===== config.mk =====
export PLATFORM = sky130hd
export DESIGN_NAME = bot_port_if
export DESIGN_NICKNAME = d
export VERILOG_FILES = /design/src/rtl/bot_port_if.sv
export SDC_FILE = /design/constraint.sdc
export NUM_CORES = 1
export LEC_CHECK = 0
export CORE_ASPECT_RATIO = 0.9
export CORE_MARGIN = 2
export CORE_UTILIZATION = 49
export CTS_BUF_LIST = sky130_fd_sc_hd__clkbuf_16
export CTS_CLUSTER_DIAMETER = 50
export CTS_CLUSTER_SIZE = 12
export DETAILED_ROUTE_END_ITERATION = 10
export PLACE_DENSITY_LB_ADDON = 0.12
export SKIP_CTS_REPAIR_TIMING = 1
export SLEW_MARGIN = 0
export SYNTH_ARGS = -nofsm -noshare
export SYNTH_HDL_FRONTEND = slang
export SYNTH_SLANG_ARGS = --single-unit

===== constraint.sdc =====
create_clock -name sysclk -period 2.5 [get_ports sysclk]
set_input_delay 0.25 -clock sysclk [delete_from_list [all_inputs] [get_ports sysclk]]
set_output_delay 0.25 -clock sysclk [all_outputs]
set_load 0.05 [all_outputs]

===== src/rtl/bot_port_if.sv =====
// rtl/bot_port_if.sv - KCPSM6 I/O responder for the Rojobot register set.
// Shadowed bot status reads, motctl write-back, update interrupt and overrun counter.
module bot_port_if #(
  parameter bit         ALT_EN   = 1'b1,
  parameter logic [7:0] OVR_PORT = 8'h08
) (
  input  logic       sysclk,
  input  logic       sysreset,
  input  logic [7:0] port_id,
  input  logic       write_strobe,
  input  logic       read_strobe,
  input  logic [7:0] io_data_in,
  output logic [7:0] io_data_out,
  output logic       interrupt,
  input  logic       interrupt_ack,
  input  logic       upd_sysregs,
  input  logic [7:0] locx,
  input  logic [7:0] locy,
  input  logic [7:0] botinfo,
  input  logic [7:0] sensors,
  input  logic [7:0] lmdist,
  input  logic [7:0] rmdist,
  output logic [7:0] motctl,
  output logic       motctl_wr
);

  localparam logic [0:0] IDLE = 1'b0;
  localparam logic [0:0] PEND = 1'b1;

  logic [1:0] rst_sync;
  logic       rst_n;
  logic [0:0] state;
  logic [7:0] sh_locx, sh_locy, sh_botinfo, sh_sensors, sh_lmdist, sh_rmdist;
  logic [7:0] ovr_cnt;
  logic [7:0] rd_data;
  logic       ovr_inc, ovr_clr, mot_hit;

  // Assert follows sysreset at once; release waits two sysclk edges.
  always_ff @(posedge sysclk or negedge sysreset) begin
    if (!sysreset) rst_sync <= 2'b00;
    else           rst_sync <= {rst_sync[0], 1'b1};
  end
  assign rst_n = rst_sync[1];

  function automatic logic hit(input logic [7:0] addr, input logic [7:0] base);
    return (addr == base) || (ALT_EN && (addr == (base | 8'h10)));
  endfunction

  assign mot_hit = hit(port_id, 8'h09);
  assign ovr_inc = upd_sysregs && (state == PEND) && !interrupt_ack;
  assign ovr_clr = read_strobe && hit(port_id, OVR_PORT);

  always_comb begin
    rd_data = 8'h00;
    if      (mot_hit)                rd_data = motctl;
    else if (hit(port_id, 8'h0A))    rd_data = sh_locx;
    else if (hit(port_id, 8'h0B))    rd_data = sh_locy;
    else if (hit(port_id, 8'h0C))    rd_data = sh_botinfo;
    else if (hit(port_id, 8'h0D))    rd_data = sh_sensors;
    else if (hit(port_id, 8'h0E))    rd_data = sh_lmdist;
    else if (hit(port_id, 8'h0F))    rd_data = sh_rmdist;
    else if (hit(port_id, OVR_PORT)) rd_data = ovr_cnt;
  end

  always_ff @(posedge sysclk or negedge rst_n) begin
    if (!rst_n) begin
      io_data_out <= 8'h00;
      motctl      <= 8'h00;
      motctl_wr   <= 1'b0;
      state       <= IDLE;
      ovr_cnt     <= 8'h00;
      sh_locx     <= 8'h00;
      sh_locy     <= 8'h00;
      sh_botinfo  <= 8'h00;
      sh_sensors  <= 8'h00;
      sh_lmdist   <= 8'h00;
      sh_rmdist   <= 8'h00;
    end else begin
      io_data_out <= rd_data;
      motctl_wr   <= write_strobe && mot_hit;
      if (write_strobe && mot_hit) motctl <= io_data_in;

      if (upd_sysregs) begin
        sh_locx    <= locx;
        sh_locy    <= locy;
        sh_botinfo <= botinfo;
        sh_sensors <= sensors;
        sh_lmdist  <= lmdist;
        sh_rmdist  <= rmdist;
      end

      // A fresh update outranks a same-cycle ack so no event is lost.
      if (upd_sysregs)        state <= PEND;
      else if (interrupt_ack) state <= IDLE;

      if (ovr_clr)                         ovr_cnt <= {7'b0, ovr_inc};
      else if (ovr_inc && ovr_cnt != 8'hFF) ovr_cnt <= ovr_cnt + 8'h01;
    end
  end

  assign interrupt = (state == PEND);

endmodule


# ---- After elaboration in Yosys (flattened, before gate mapping)
# Cells that the tools add are included.
dict set report totals {
  ff_bits 76
  inputBits 70
  output_inout_bits 18
  word_cells 58
}
dict set report classes {
  n_addsub 1
  n_eq_ne 17
  muxes 12
  reduce_logical 16
}
# cell n
set ops {}
lappend ops {{8-bit 2-to-1 mux} 10}
lappend ops {{8-bit by 4-bit equality test with 1-bit output, second input constant} 8}
lappend ops {{8-bit by 5-bit equality test with 1-bit output, second input constant} 8}
lappend ops {{8-bit by 1-bit adder with 8-bit output, second input constant} 1}
lappend ops {{1-bit logical OR} 8}
lappend ops {{8-bit != test, second input constant} 1}
lappend ops {{1-bit logical AND} 5}
lappend ops {{2-bit nonzero test} 2}
lappend ops {{1-bit 2-to-1 mux} 2}
lappend ops {{1-bit zero test} 1}

# ---- Longest topological paths before layout
# Gate-level depths: netlist (run 1).
dict set report depth {
  depth_word 10
  ltp_mapped 6
  mapped_depth_nobuf 5
}

# ---- Worst setup path after synthesis (run 1)
# Ideal clock, no wire load.
dict set report synth_path {
  kind {reg2reg}
  startpoint {register state, in the netlist interrupt}
  endpoint {register ovr_cnt[5]}
  setup_time_ns 0.077
  arrival_ns 1.770
  required_ns 2.423
  setup_slack_ns 0.653
  stages_incl_launch_ff 6
  path_buffers 1
  period_less_slack_ns 1.847
  cell_sequence {dfrtp_1 and3b_1 clkbuf_1 o21ai_1 or4_1 a21oi_1}
}
dict set report synth_between {
  elab_chain_cells 4
}
# item line_no
set synth_rtl {}
lappend synth_rtl {{from (decl)} 32} ;# logic [0:0] state;
lappend synth_rtl {{from (signal assigned)} 70} ;# state <= IDLE;
lappend synth_rtl {{from (signal assigned)} 93} ;# if (upd_sysregs) state <= PEND;
lappend synth_rtl {{from (signal assigned)} 94} ;# else if (interrupt_ack) state <= IDLE;
lappend synth_rtl {{1-bit logical AND (2 in a row)} 50} ;# assign ovr_inc = upd_sysregs && (state == PEND) && !interrupt_ack;
lappend synth_rtl {{1-bit logical AND} 97} ;# else if (ovr_inc && ovr_cnt != 8'hFF) ovr_cnt <= ovr_cnt + 8'h01;
lappend synth_rtl {{2-bit nonzero test (no line)} -}
lappend synth_rtl {{to (signal assigned)} 96} ;# if (ovr_clr) ovr_cnt <= {7'b0, ovr_inc};
lappend synth_rtl {{to (signal assigned)} 97}
lappend synth_rtl {{to (decl)} 34} ;# logic [7:0] ovr_cnt;
# No other way between the ends.
# A chain may end at the register's enable or synchronous reset.

# ---- Worst setup path after layout (run 1)
dict set report layout_path {
  startpoint {input port_id[5]}
  endpoint {register motctl[3]}
}
dict set report layout_between {
  elab_chain_cells 3
  word_cells_on_any_way 4
  classes_between {2 x eq/ne; 2 x reduce/logical}
}
# item line_no
set layout_rtl {}
lappend layout_rtl {{from (decl)} 9} ;# input logic [7:0] port_id,
lappend layout_rtl {{8-bit by 4-bit equality test with 1-bit output / 8-bit by 5-bit equality test with 1-bit output (equally long branches)} 46} ;# return (addr == base) || (ALT_EN && (addr == (base | 8'h10)));
lappend layout_rtl {{1-bit logical OR (*)} 46}
lappend layout_rtl {{1-bit logical AND (*)} 81} ;# if (write_strobe && mot_hit) motctl <= io_data_in;
lappend layout_rtl {{to (signal assigned)} 81}
lappend layout_rtl {{to (decl)} 23} ;# output logic [7:0] motctl,
# Every way passes the cells marked *; elsewhere a longest branch is shown, timed or not.

==> summary.md, run 1 <==
| Metric | Value |
|---|---|
| Status | finished, final reports clean |
| Sequential element share of the synthesized area | 53.1% |
| Antenna-violating nets left | 0 |
| Async SR Flop Fraction | 100% |
| Clk sinks | 76 |
| Buffers on Ports | 86 |
| Clk_lat worst skew | 0.33 ns |
| HPWL Detailed | 5.97 mm |
| Final WL | 8.46 mm |
| CTS clock-pin slew for the worst setup and hold paths | 0.06 ns |
| Top Metal Used | met4 |
| Worst-Margin Slew | 0.723 ns |
| Worst EP required | 2.71 ns |
| Slew Limit Fails | 0 |
| Final TNS setup | 0 ns |
| DRC violations left | 0 |
| Vias per cell | 5.69 |
| FF-to-FF path depth | 5 |
| Post-synth EDFFs | 0 |
| Net Count, Synth | 360 |
| Top achievable clock speed | 524 MHz |
| Layout Cells excl Fill | 472 |
| Combinational Power Share | 16.4% |
| Slew margin rel. | 51.8% |
| Cell taking the most area after synthesis | dfrtp_1 |
| Flop2flop setup slack | 0.75 ns |
| Final min period | 1.91 ns |
| Die Ht | 85.1 um |
| Yosys warns | 0 |
| Arrival @ worst endpoint | 2.12 ns |
| Min-Delay Path Class | in -> async |
| Crit-path max FO | 9 |
| Antenna diode count | 0 |
| Inst Count DP | 456 |
| Router iterations before antenna repair | 5 |
| Largest net degree at the start of global routing | 50 |
| CTS tree | built |
| PwrDens | 670 mW/mm2 |
| Fillers | 541 |
| Vias in the first global route | 2832 |
| Area of the mapped netlist | 0.00358 mm2 |
| Launching point of the worst reg2reg path | ovr_cnt[0]$_DFFE_PN0P_ |
| Register area | 0.00190 mm2 |
| Met3 routed WL | 396 um |
| Vias | 2687 |
| Final hold vios | 0 |
| P_leak | 0.00199 uW |
| Routed len/inst | 17.9 um |
| Worst Slack Setup Final | 0.592 ns |
| Congestion Overflow GR | 0 |
| Multi-input gate area | 0.00157 mm2 |
| Synth area leaders | dfrtp_1 (53%), mux2_2 (21%), a22oi_1 (2.3%) |
| RR Endpoint | ovr_cnt[5]$_DFFE_PN0P_ |
| Critical path type | in -> reg |
| Area Growth Syn to Fin | 34.7% |
| Reg power frac | 45.5% |
| Starting DRT DRC Count | 195 |
| Core area | 0.00708 mm2 |
| Syn_area_per_cell | 12.4 um2 |
| Critical path launch point type | input port |
| Antenna violations before repair | 0 |
| Psw | 825 uW |
| Switch share | 25.5% |
| # rows | 29 |
| CP startpoint | port_id[5] |
| Full die area | 0.00801 mm2 |
| Final period util | 76.3% |
| CTS Buf Count | 9 |
| Layout Skew | 0.00503 ns |
| First-pass GRT wire length | 14.0 mm |
| Initial Util | 50.6% |
| Share of cells above drive strength 1 | 24.0% |
| Placed instance area | 0.00454 mm2 |
| IO Pins | 88 |
| Post-synth cell types | 51 |
| Clock Power Share | 38.1% |
| Internal power | 2410 uW |
| M1 WL | 3.67 mm |
| Top cell type's share of synthesized area | 53.1% |
| RSZ-0062 raised after global routing | no |
| Post-Layout Inst Area | 0.00483 mm2 |
| H-tree depth | 3 |
| Post-synthesis cell count | 289 |
| #FFs+latches synth | 76 |
| Synth Flop Type | dfrtp_1 |
| Max IR drop VDD | 0.366 mV |
| Chip width | 94.1 um |
| GRT Util Overall | 22.8% |
| Max capacitance violation total | 0 |
| GP Congestion | 0.798 |
| Crit path capture type | register |
| Post-Place Setup Slack | 0.230 ns |
| Clk buf depth | 2 |
| Met2 wire length | 4.28 mm |
| Nets | 445 |
| Setup Viol. Count Final | 0 |
| Root buf cell | clkbuf_16 |
## stage by stage
step	power, uW	hold slack [ns]	utilization [%]
2_1_floorplan	1790	-0.0456	-
3_3_place_gp	2010	0.338	64.2
3_5_place_dp	2020	0.341	64.2
4_1_cts	3260	0.0849	68.2
5_1_grt	3370	0.0878	68.2
6_report	3240	0.0861	68.2
## worst max-delay path, cell delays in order
cell and delay [ns]:
clkdlybuf4s50_1 0.41, or4b_1 0.60, nor3_4 0.46, mux2_2 0.39
## layout make-up
class | count | share of cell area (%)
sequential | 76 | 39.4
clock buffer | 9 | 4.67
inverter | 6 | 0.467
timing repair buffer | 94 | 19.2
clock inverter | 7 | 1.24
tap | 93 | 2.41
multi-input combinational | 187 | 32.5
## how the worst max path moves through the flow
stage,cells past startpoint,slack [ns],to
floorplan,0,0.23,interrupt$_DFFE_PN0P_
global placement,4,0.28,motctl[1]$_DFFE_PN0P_
detailed placement,4,0.23,motctl[1]$_DFFE_PN0P_
CTS,4,0.58,motctl[3]$_DFFE_PN0P_
global route,4,0.52,motctl[6]$_DFFE_PN0P_
finish,4,0.59,motctl[3]$_DFFE_PN0P_
## flip-flops by register name (all words and copies together) (netlist names)
register,count
sh_locx,8
motctl,8
sh_botinfo,8
ovr_cnt,8
interrupt,1
rst_sync,2
sh_rmdist,8
motctl_wr,1
sh_sensors,8
sh_locy,8
io_data_out,8
sh_lmdist,8
## placed cells by master (no fill, tap or decap), types with 4 or more instances in the layout
master and count:
dfrtp_1 75, nor2_1 11, nand2_1 9, clkdlybuf4s50_1 85, clkbuf_16 9, nand3_1 5
a21oi_1 7, inv_1 8, a22oi_1 11, o21ai_0 6, nand2b_1 6, mux2_2 66
buf_4 7, o221ai_1 5, o31ai_1 4
## Yosys cell counts (all sizes together) (4+ instances only)
cell,number
dfrtp,76
mux2,66
buf,14
a22oi,11
nor2,11
nand2,9
a21oi,7
o21ai,7
clkbuf,6
inv,6
nand2b,6
nand3,5
o221ai,5
o31ai,4
## layer usage
layer | vias up | GRT usage (%)
li1 | 1246 | -
met1 | 1342 | 29.7
met2 | 86 | 38.4
met3 | 13 | 4.80
met4 | 0 | 6.72
met5 | - | 0
## logic make-up after synthesis
logic type | share of synthesized area, %
buffers and inverters | 3.11
AO/OA/AOI/OAI | 12.4
AND/OR/NAND/NOR | 8.62
other | 0.105
adder cells (fa/ha/maj) | 0.349
XOR/XNOR | 0.733
flip-flops | 53.1
multiplexers | 21.6
## power groups by stage
stage | clock network [uW] | registers (uW) | logic (uW)
after CTS | 1250 | 1470 | 533
final | 1230 | 1470 | 529
after floorplan | 0 | 1510 | 272
after detailed placement | 0 | 1490 | 530
after global routing | 1300 | 1490 | 576
after global placement | 0 | 1490 | 515
(Power assumes the default switching activity.)
==> run 2: changes to the inputs <==
- clock period: 2.5 -> 1.9 ns (I/O delays scaled with it)
==> summary.md, run 2 (synthesized netlist as in run 1, its figures left out) <==
| Metric | Value |
|---|---|
| Congestion Overflow GR | 0 |
| Critical path type | reg -> out |
| Initial Util | 50.6% |
| Nets | 463 |
| M1 GR Usage | 29.0% |
| Crit path depth | 1 |
| Buffers on Ports | 86 |
| Router iterations before antenna repair | 4 |
| Slowest cell on crit path | clkdlybuf4s50_1 |
| FF-to-FF path depth | 5 |
| Crit path capture type | output pin |
| CTS clock-pin slew for the worst setup and hold paths | 0.06 ns |
| Antenna-violating nets left | 0 |
| Clk_lat worst skew | 0.33 ns |
| M2 GR Usage | 35.9% |
| Max capacitance violation total | 0 |
| RSZ-0062 raised after global routing | no |
| Gr busiest metal | met2 |
| CP startpoint | motctl[7]$_DFFE_PN0P_ |
| First-pass GRT wire length | 13.6 mm |
| Full die area | 0.00801 mm2 |
| P_leak | 0.00209 uW |
| Vias in the first global route | 2801 |
| CP Buf/Inv Count | 1 |
| Area Growth Syn to Fin | 39.4% |
| HPWL Detailed | 6.07 mm |
| Critical path launch point type | register |
| GRT Util Overall | 22.1% |
| Cells along the critical path | clkdlybuf4s50_1 |
| Starting DRT DRC Count | 102 |
| DRC violations left | 0 |
| Most common cell after layout, fill and taps aside | clkdlybuf4s50_1 |
| IO Pins | 88 |
| Post-Layout Inst Area | 0.00499 mm2 |
| # rows | 29 |
| Core area | 0.00708 mm2 |
| Layout Skew | 0.00335 ns |
| Setup Viol. Count Final | 0 |
| Slew margin rel. | 58.0% |
| RR Endpoint | ovr_cnt[5]$_DFFE_PN0P_ |
| GP Congestion | 0.797 |
| Clk sinks | 76 |
| Worst EP required | 1.71 ns |
| Antenna diode count | 0 |
| Crit path largest cell delay | 0.82 ns |
| Final min period | 1.75 ns |
| Vias | 2705 |
| PwrDens | 890 mW/mm2 |
| Top achievable clock speed | 572 MHz |
| CTS tree | built |
| Launching point of the worst reg2reg path | ovr_cnt[0]$_DFFE_PN0P_ |
| Routed len/inst | 17.1 um |
| Final hold vios | 0 |
| Largest net degree at the start of global routing | 75 |
| CTS Buf Count | 9 |
| Final TNS setup | 0 ns |
| Clk buf depth | 2 |
| Chip width | 94.1 um |
| Final period util | 92.0% |
| Placed instance area | 0.00468 mm2 |
| Most frequent cells in the layout | clkdlybuf4s50_1 (85), dfrtp_1 (75), mux2_2 (66), buf_4 (25) |
| Worst-Margin Slew | 0.630 ns |
| Vias per cell | 5.52 |
| Status | finished, final reports clean |
| Fillers | 512 |
| Crit-path max FO | 3 |
| CP endpoint | motctl[7] |
| Met3 global-route usage | 6.66% |
| Min-Delay Path Class | in -> async |
| H-tree depth | 3 |
| Die Ht | 85.1 um |
| Slew Limit Fails | 0 |
| Arrival @ worst endpoint | 1.56 ns |
| Share of cells above drive strength 1 | 28.0% |
| Flop2flop setup slack | 0.30 ns |
| Antenna violations before repair | 0 |
| Top Family by Delay on Critical Path | buffers and inverters |
| Final WL | 8.37 mm |
| Max IR drop VDD | 0.655 mV |
| Root buf cell | clkbuf_16 |
## run 2: power breakdown
| group | total (uW) | switching (uW) | internal [uW] |
|---|---|---|---|
| registers | 1930 | 142 | 1790 |
| clock network | 1780 | 640 | 1140 |
| logic | 730 | 324 | 407 |
| total | 4440 | 1110 | 3340 |
## run 2: worst min path at each step
stage	startpoint	endpoint	slack [ns]
floorplan	sysreset	rst_sync[0]$_DFF_PN0_	-0.11
global placement	rst_sync[1]$_DFF_PN0_	sh_sensors[1]$_DFFE_PN0P_	0.31
detailed placement	rst_sync[1]$_DFF_PN0_	sh_sensors[0]$_DFFE_PN0P_	0.31
CTS	sysreset	rst_sync[0]$_DFF_PN0_	0.01
global route	sysreset	rst_sync[0]$_DFF_PN0_	0.02
finish	sysreset	rst_sync[0]$_DFF_PN0_	0.02
## run 2: per-stage QoR
step	instances	setup WS, ns	utilization (%)	hold WS [ns]	power [uW]
6_report	490	0.153	70.6	0.0179	4440
5_1_grt	490	0.0829	70.6	0.0157	4630
4_1_cts	490	0.140	70.6	0.0101	4480
3_5_place_dp	474	-0.163	66.1	0.312	2680
3_3_place_gp	474	-0.132	66.1	0.312	2660
2_1_floorplan	289	0.0527	-	-0.106	2350
## run 2: area by class of cell
| type | count | area (um2) | area share (%) |
|---|---|---|---|
| Sequential cell | 76 | 1900 | 38.1 |
| Tap cell | 93 | 116 | 2.33 |
| Multi-Input combinational cell | 187 | 1570 | 31.4 |
| Clock inverter | 7 | 92.6 | 1.85 |
| Clock buffer | 9 | 225 | 4.51 |
| Timing Repair Buffer | 112 | 1060 | 21.3 |
| Inverter | 6 | 22.5 | 0.451 |
## run 2: routing by layer
| layer | vias to the layer above | routed length, um |
|---|---|---|
| met3 | 12 | 435 |
| met4 | 0 | 121 |
| met5 | - | 0 |
| met2 | 74 | 4090 |
| li1 | 1290 | - |
| met1 | 1329 | 3720 |
==> run 3: changes to the inputs <==
- CAP_MARGIN: unset -> 0
- HOLD_SLACK_MARGIN: unset -> 0.05
- SKIP_LAST_GASP: unset -> 1
==> summary.md, run 3 (synthesized netlist as in run 1, its figures left out) <==
| Metric | Value |
|---|---|
| # rows | 29 |
| Critical path type | reg -> out |
| Post-Layout Inst Area | 0.00500 mm2 |
| Top achievable clock speed | 573 MHz |
| CTS Buf Count | 9 |
| Crit path largest cell delay | 0.82 ns |
| Overall Power | 4450 uW |
| Buffers on Ports | 86 |
| GP Congestion | 0.797 |
| Max IR drop VDD | 0.655 mV |
| Final min period | 1.75 ns |
| Worst EP required | 1.71 ns |
| Crit-path max FO | 3 |
| Final hold vios | 0 |
| Initial Util | 50.6% |
| Critical path launch point type | register |
| Vias | 2720 |
| Starting DRT DRC Count | 139 |
| Routed len/inst | 17.1 um |
| H-tree depth | 3 |
| FF-to-FF path depth | 5 |
| Flop2flop setup slack | 0.29 ns |
| CTS clock-pin slew for the worst setup and hold paths | 0.06 ns |
| CTS tree | built |
| Top Family by Delay on Critical Path | buffers and inverters |
| Antenna diode count | 0 |
| Vias per cell | 5.54 |
| P_leak | 0.00209 uW |
| Slowest cell on crit path | clkdlybuf4s50_1 |
| Final period util | 91.9% |
| Arrival @ worst endpoint | 1.56 ns |
| GRT Util Overall | 22.1% |
| CP Buf/Inv Count | 1 |
| Layout Skew | 0.00323 ns |
| HPWL Detailed | 6.07 mm |
| Slew margin rel. | 58.2% |
| Fillers | 511 |
| Slew Limit Fails | 0 |
| Share of cells above drive strength 1 | 27.9% |
| Vias in the first global route | 2801 |
| PwrDens | 889 mW/mm2 |
| IO Pins | 88 |
| First-pass GRT wire length | 13.6 mm |
| Antenna-violating nets left | 0 |
| Final WL | 8.38 mm |
| Crit path capture type | output pin |
| Clk buf depth | 2 |
| Most common cell after layout, fill and taps aside | clkdlybuf4s50_1 |
| Area Growth Syn to Fin | 39.6% |
| Multi-input gate area | 0.00157 mm2 |
| Largest net degree at the start of global routing | 75 |
| Setup Viol. Count Final | 0 |
| Full die area | 0.00801 mm2 |
| Clk_lat worst skew | 0.33 ns |
| Worst-Margin Slew | 0.628 ns |
| Launching point of the worst reg2reg path | ovr_cnt[0]$_DFFE_PN0P_ |
| Most frequent cells in the layout | clkdlybuf4s50_1 (85), dfrtp_1 (75), mux2_2 (66), buf_4 (25) |
| Cells along the critical path | clkdlybuf4s50_1 |
| Core area | 0.00708 mm2 |
| Min-Delay Path Class | reg -> async |
| Nets | 464 |
| Chip width | 94.1 um |
| Placed instance area | 0.00468 mm2 |
| RSZ-0062 raised after global routing | no |
| Antenna violations before repair | 0 |
| Hold_ws | 0.295 ns |
| Max capacitance violation total | 0 |
| Congestion Overflow GR | 0 |
| Root buf cell | clkbuf_16 |
| Clk sinks | 76 |
| Status | finished, final reports clean |
| RR Endpoint | ovr_cnt[5]$_DFFE_PN0P_ |
| Register area | 0.00190 mm2 |
| DRC violations left | 0 |
| Router iterations before antenna repair | 4 |
| Die Ht | 85.1 um |
## run 3: layout make-up
type / instances / area share, %
clock inverters: 7 / 1.85
repair buffers: 113 / 21.5
multi-input cells: 187 / 31.4
flip-flops and latches: 76 / 38.0
inverters: 6 / 0.450
clock buffers: 9 / 4.50
well taps: 93 / 2.33
## run 3: metal layers
metal / share of wire [%] / GRT usage, % / routed length (um) / up-vias
met1: 45 / 29.0 / 3740 / 1348
met5: 0 / 0 / 0 / -
met4: 1.1 / 6.06 / 95 / 0
met2: 49 / 35.9 / 4130 / 69
li1: - / - / - / 1293
met3: 5.0 / 6.66 / 418 / 10
## run 3: worst max-delay path by stage
stage	from	end	slack, ns	cells after the start
2_1_floorplan	interrupt$_DFFE_PN0P_	ovr_cnt[5]$_DFFE_PN0P_	0.05	5
3_3_place_gp	port_id[5]	motctl[1]$_DFFE_PN0P_	-0.13	5
3_5_place_dp	port_id[5]	motctl[5]$_DFFE_PN0P_	-0.16	5
4_1_cts	motctl[7]$_DFFE_PN0P_	motctl[7]	0.14	1
5_1_grt	port_id[5]	io_data_out[1]$_DFF_PN0_	0.08	6
6_report	motctl[7]$_DFFE_PN0P_	motctl[7]	0.15	1
## run 3: power breakdown
group	switching (uW)	internal (uW)	total [uW]
sequential	143	1790	1930
combinational	324	408	732
clock	643	1140	1790
total	1110	3340	4450
## run 3: per-stage QoR
| stage | worst slack (ns) | TNS [ns] | instances | utilization [%] |
|---|---|---|---|---|
| finish | 0.154 | 0 | 491 | 70.7 |
| floorplan | 0.0527 | 0 | 289 | - |
| CTS | 0.140 | 0 | 490 | 70.6 |
| detailed placement | -0.163 | -1.49 | 474 | 66.1 |
| global placement | -0.132 | -1.22 | 474 | 66.1 |
| global route | 0.0829 | 0 | 491 | 70.7 |
